$ cat src/rtl/mem_bus_pkg.sv
// Shared memory-bus definitions for the write buffer and its FIFO.
//   wb_state_e : buffer sequencer states (idle, draining stores, read in flight)
//   RW_READ / RW_WRITE : encoding of the c_rw / m_rw direction bits
package mem_bus_pkg;

    typedef enum logic [1:0] {
        ST_IDLE  = 2'd0,
        ST_DRAIN = 2'd1,
        ST_READ  = 2'd2
    } wb_state_e;

    localparam logic RW_READ  = 1'b0;
    localparam logic RW_WRITE = 1'b1;

endpackage

$ cat src/rtl/wb_fifo.sv
// Synchronous FIFO holding {addr,data} store entries for the write buffer.
//   clk, rst   : clock, synchronous active-high reset (discards all entries)
//   push, din  : enqueue din at the posedge (caller guarantees !full)
//   pop        : dequeue head at the posedge (caller guarantees !empty)
//   head       : oldest entry
//   next_head  : entry behind the head, so a back-to-back drain can load it
//                in the same cycle the head is popped
//   count      : occupancy, PTR_W+1 bits so DEPTH itself is representable
//   full/empty : occupancy flags
module wb_fifo #(
    parameter int DEPTH = 4,
    parameter int WIDTH = 64,
    localparam int PTR_W = $clog2(DEPTH)
) (
    input  logic             clk,
    input  logic             rst,
    input  logic             push,
    input  logic [WIDTH-1:0] din,
    input  logic             pop,
    output logic [WIDTH-1:0] head,
    output logic [WIDTH-1:0] next_head,
    output logic [PTR_W:0]   count,
    output logic             full,
    output logic             empty
);

    logic [WIDTH-1:0] mem [DEPTH];
    logic [PTR_W-1:0] wr_ptr, rd_ptr, rd_nxt;

    // DEPTH is a power of two, so pointers wrap by plain overflow.
    assign rd_nxt    = rd_ptr + PTR_W'(1);
    assign head      = mem[rd_ptr];
    assign next_head = mem[rd_nxt];
    assign full      = (count == (PTR_W+1)'(DEPTH));
    assign empty     = (count == '0);

    always_ff @(posedge clk) begin
        if (push) mem[wr_ptr] <= din;
    end

    always_ff @(posedge clk) begin
        if (rst) begin
            wr_ptr <= '0;
            rd_ptr <= '0;
            count  <= '0;
        end else begin
            if (push) wr_ptr <= wr_ptr + PTR_W'(1);
            if (pop)  rd_ptr <= rd_nxt;
            case ({push, pop})
                2'b10:   count <= count + (PTR_W+1)'(1);
                2'b01:   count <= count - (PTR_W+1)'(1);
                default: count <= count;
            endcase
        end
    end

endmodule

$ cat src/rtl/d_write_buffer.sv
// Posted-write buffer between a write-through data cache and the memory bus.
// Stores are acknowledged as soon as there is room and drained in order;
// a read miss goes to memory only once every earlier store has drained.
//   clk, rst                    : clock, synchronous active-high reset
//   c_a, c_dout, c_strobe, c_rw : cache request (address, store data, valid, dir)
//   c_din, c_ready              : load data / request complete to the cache
//   m_a, m_din, m_strobe, m_rw  : registered memory request
//   m_dout, m_ready             : memory read data / transfer done
module d_write_buffer
    import mem_bus_pkg::*;
#(
    parameter int A_WIDTH = 32,
    parameter int DEPTH   = 4
) (
    input  logic               clk,
    input  logic               rst,
    input  logic [A_WIDTH-1:0] c_a,
    input  logic [31:0]        c_dout,
    output logic [31:0]        c_din,
    input  logic               c_strobe,
    input  logic               c_rw,
    output logic               c_ready,
    output logic [A_WIDTH-1:0] m_a,
    output logic [31:0]        m_din,
    input  logic [31:0]        m_dout,
    output logic               m_strobe,
    output logic               m_rw,
    input  logic               m_ready
);

    localparam int PTR_W = $clog2(DEPTH);
    localparam int E_W   = A_WIDTH + 32;

    wb_state_e          state, state_n;
    logic [A_WIDTH-1:0] m_a_n;
    logic [31:0]        m_din_n;
    logic               m_rw_n, m_strobe_n;

    logic [E_W-1:0]     head, next_head;
    logic [PTR_W:0]     count;
    logic               full, empty;
    logic               push, pop, rd_done;

    // A full buffer refuses the store even if the head pops this cycle;
    // the store is taken the cycle after.
    assign push    = ~rst & c_strobe & (c_rw == RW_WRITE) & ~full;
    assign pop     = ~rst & (state == ST_DRAIN) & m_ready;
    assign rd_done = ~rst & (state == ST_READ) & m_ready;
    assign c_ready = push | rd_done;
    assign c_din   = m_dout;

    wb_fifo #(.DEPTH(DEPTH), .WIDTH(E_W)) u_fifo (
        .clk       (clk),
        .rst       (rst),
        .push      (push),
        .din       ({c_a, c_dout}),
        .pop       (pop),
        .head      (head),
        .next_head (next_head),
        .count     (count),
        .full      (full),
        .empty     (empty)
    );

    always_comb begin
        state_n    = state;
        m_a_n      = m_a;
        m_din_n    = m_din;
        m_rw_n     = m_rw;
        m_strobe_n = m_strobe;
        case (state)
            ST_IDLE: begin
                // A store arriving into an empty buffer is forwarded straight
                // to the bus register; it is still pushed, so the pop on
                // m_ready removes exactly this entry.
                if (!empty || push) begin
                    state_n              = ST_DRAIN;
                    {m_a_n, m_din_n}     = empty ? {c_a, c_dout} : head;
                    m_rw_n               = RW_WRITE;
                    m_strobe_n           = 1'b1;
                end else if (c_strobe && c_rw == RW_READ) begin
                    state_n    = ST_READ;
                    m_a_n      = c_a;
                    m_rw_n     = RW_READ;
                    m_strobe_n = 1'b1;
                end
            end
            ST_DRAIN: begin
                if (m_ready) begin
                    if (count > (PTR_W+1)'(1)) begin
                        {m_a_n, m_din_n} = next_head;
                    end else begin
                        state_n    = ST_IDLE;
                        m_strobe_n = 1'b0;
                    end
                end
            end
            ST_READ: begin
                if (m_ready) begin
                    state_n    = ST_IDLE;
                    m_strobe_n = 1'b0;
                end
            end
            default: state_n = ST_IDLE;
        endcase
    end

    always_ff @(posedge clk) begin
        if (rst) begin
            state    <= ST_IDLE;
            m_a      <= '0;
            m_din    <= '0;
            m_rw     <= RW_READ;
            m_strobe <= 1'b0;
        end else begin
            state    <= state_n;
            m_a      <= m_a_n;
            m_din    <= m_din_n;
            m_rw     <= m_rw_n;
            m_strobe <= m_strobe_n;
        end
    end

endmodule

$ cat config.mk
export PLATFORM = sky130hd
export DESIGN_NAME = d_write_buffer
export DESIGN_NICKNAME = d
export VERILOG_FILES = /design/src/rtl/mem_bus_pkg.sv /design/src/rtl/wb_fifo.sv /design/src/rtl/d_write_buffer.sv
export SDC_FILE = /design/constraint.sdc
export NUM_CORES = 1
export LEC_CHECK = 0
export BUFFER_PORTS_ARGS = -buffer_cell sky130_fd_sc_hd__buf_2
export CORE_AREA = 2 2 287 232
export CTS_BUF_LIST = sky130_fd_sc_hd__clkbuf_16
export DETAILED_ROUTE_END_ITERATION = 10
export DIE_AREA = 0 0 289 234
export GPL_ROUTABILITY_DRIVEN = 0
export GPL_TIMING_DRIVEN = 0
export PLACE_DENSITY = 0.48
export SETUP_SLACK_MARGIN = 0.02
export SLEW_MARGIN = 15
export SYNTH_ARGS = -nofsm -noshare
export SYNTH_HDL_FRONTEND = slang
export SYNTH_HIERARCHICAL = 1
export SYNTH_SLANG_ARGS = --single-unit
$ cat constraint.sdc
create_clock -name clk -period 5.6 [get_ports clk]
set_input_delay 1.68 -clock clk [delete_from_list [all_inputs] [get_ports clk]]
set_output_delay 1.68 -clock clk [all_outputs]
set_load 0.02 [all_outputs]
==> impl_results.md <==
- Status: finished, final reports clean
- Hold-fix buffers, CTS: 0
- Fraction of synthesized area in multiplexers: 0.2343
- # Post-CTS Setup Buffers: 0
- Mapped Area: 0.01545 mm^2
- CORE AREA: 0.06495 mm^2
- Async set or reset register ratio after synthesis: 0
- CTS Buffer Depth: 3
- R2R setup slack: 2280 ps
- Worst-Margin Slew: 710.8 ps
- Yosys cell types: 40
- Largest net degree at the start of global routing: 40
- Synth top cells by count: 256 x edfxtp_1, 195 x nand2_1, 105 x mux4_2
- Synthesized-area fraction occupied by adder cells: 0.008586
- Vias: 9624
- Yosys reg bits: 333
- Die Wd: 289 um
- Initial DRC count: 541
- CP startpoint kind: primary input
- Max IR drop VDD: 195.1 uV
- Worst Path Max Fanout: 10
- Synth warn: 6
- DRT Pass-1 Iters: 5
- Most common cell in the netlist: edfxtp_1
- TritonCTS buffer count: 41
- CP Buf/Inv Count: 3
- Vias in the first global route: 9633
- Final wirelength: 43920 um
- Top-area cell type share of the netlist area: 0.4977
- Unrepaired setup endpoints after global routing: no
- Post-Synth Simple-Gate Area: 0.05889
- WL per Instance: 20.59 um
- WS Path Type: in2out
- Post-synth EDFFs: 256
- Largest family of logic cells by synthesized area: multiplexers
- Crit path top cell by count: buf_2
- CTS tree: built
- Via density per instance: 4.512
- Hold path start: m_din[17]
- # DRC: 0
- Total gr overflow: 0
- First-pass GRT wire length: 63050 um
- Final Hold Fails: 0
- Htree depth: 2
- CTS Sinks: 333
- Delay-heaviest family, CP: buffers and inverters
- Post-route ant nets: 0
- Slowest stage delay, CP: 510 ps
- Post-DP HPWL: 29020 um
- Synth area leader: edfxtp_1
- Post-layout min period: 4650 ps
- Compound-Gate Fraction of Synth Area: 0.05055
- Critical-path top delay cell: clkbuf_1
- Largest cells by area after synthesis: edfxtp_1 50%, mux4_2 15%, dfxtp_1 10%, nand2_1 4.7%, mux2i_1 4.2%
- GRT Overall Usage: 0.1279
- Fin util: 0.2912
- Met2 wire len: 20940 um
- XOR/XNOR share of the synthesized area: 0.002835
- CTS clk-pin slew, worst paths: 60 ps
- Die height: 234 um
- Reg-to-reg critical path endpoint: u_fifo/count[2]
- Post-CTS Resized: 0
- Pwr Density: 366.5 mW/mm^2
- Crit share post-route: 0.8304
- Slew HR: 0.5262
- Pwr Total: 6932 uW
- Syn_area_per_cell: 15.07 um^2
- Clock skew: 30.28 ps
- Slew Limit Fails: 0
- Crit-path cells: buf_2 > clkbuf_1 > nand3b_1 > nand2_1 > buf_2
- Initial Util: 0.2378
- FP Rows: 84
- Register area share after synthesis: 0.5975
- WL met3: 3095 um
- RR Startpoint: state[1]
- Pre-CTS WS: 917.9 ps
- Area Growth Syn to Fin: 22.45%
- CP arrival: 2970 ps
- Port buffer count: 166
- Antenna violations before repair: 10
- Nets: 1349
- Worst Hold End: m_din[17]
- Syn Inst Count: 1025
- Fraction of final layout cells with drive strength greater than 1: 0.3346
- F_max: 0.2151 GHz
- Top sig layer: met5
- Leakage: 0.006751 uW
- Crit path capture type: output port
- Post-Syn Nets: 1136
- Critical Path RT: 3920 ps
- Final TNS setup: 0 ps
- R2r worst-path depth: 11
- Worst-Skew Late Latency: 580 ps
- Ys flop type: edfxtp_1
- Final worst setup slack: 950.0 ps
- Root Buffer: clkbuf_16
- Ports: 200
- Max Cap Violations: 0
- Worst Hold Class: reg2reg
- Die ar.: 0.06763 mm^2
- Final setup vio count: 0
- Hold depth: 2
- Wl on met1: 19000 um
## metal layers
layer  track usage  vias to the layer above
met5             0                        -
met4       0.03576                       14
met3       0.03512                       65
met2        0.2130                      251
met1        0.1630                     4931
li1              -                     4363
## metrics by stage
step                area (um^2)  std cells  hold slack, ps
floorplan                 15450       1025           483.7
global placement          17350       2051           443.2
detailed placement        17470       2055           446.6
CTS                       18910       2130           454.9
global route              18910       2131           472.0
finish                    18910       2133           451.7
## sequential cells by signal, summed over array words and instances, names as in the netlist, named ones only
name and cells:
m_strobe 1, state 2, m_din 32, u_fifo/count 3, m_rw 1, u_fifo/mem 256, u_fifo/rd_ptr 2, m_a 32
u_fifo/wr_ptr 2
## kinds of logic (layout without fill, tap and decap cells)
| group | count (synthesis) | after routing |
|---|---|---|
| AOI/OAI and AO/OA | 145 | 145 |
| xor gates and xnor gates | 5 | 5 |
| adders and majority gates | 10 | 10 |
| buffers and inverters | 113 | 358 |
| DFF | 333 | 333 |
| muxes | 193 | 193 |
| other | 0 | 3 |
| and+or+nand+nor | 226 | 226 |
## report_power, final
| part | switching [uW] | total, uW | internal, uW |
|---|---|---|---|
| clock network | 1070 | 2830 | 1750 |
| logic | 815 | 1230 | 416 |
| registers | 73.1 | 2880 | 2800 |
## layout make-up
cell class              instances  area [um^2]
fillers                      6560        46040
flip-flops and latches        333         9229
multi-input cells             579         5497
well taps                     860         1076
clock buffers                  41         1026
repair buffers                170        933.4
plain buffers                 103        693.2
clock inverters                34        415.4
inverters                      10        37.54
diodes                          3        7.507
## worst max-delay path by stage
stage	start	end	slack, ps	depth (start not counted)
floorplan	rst	u_fifo/mem[0][0]	1300	4
global placement	rst	u_fifo/mem[1][18]	-720	4
detailed placement	rst	c_ready	920	5
CTS	rst	c_ready	920	5
global route	rst	c_ready	880	5
finish	rst	c_ready	950	5
## worst register-to-register path: cells and delay by family, from the launching register on
kind | cells | cell delay [ps]
buffers and inverters | 4 | 1000
AOI/OAI and AO/OA | 1 | 140
adders and majority gates | 3 | 1000
xor gates and xnor gates | 1 | 150
and+or+nand+nor | 2 | 630
DFF | 1 | 350
## cells in the final DEF (no fill, tap or decap), drive strengths merged, types with 3 or more instances in the layout
master	count
clkinv	16
bufinv	9
nor2	10
buf	256
mux2i	65
ha	9
nand2	195
clkinvlp	3
clkbuf	58
mux4	128
and2	5
nor3	3
dfxtp	77
xor2	3
edfxtp	256
diode	3
inv	16
a21oi	69
o21ai	66
Power figures use the tool's default switching activity.
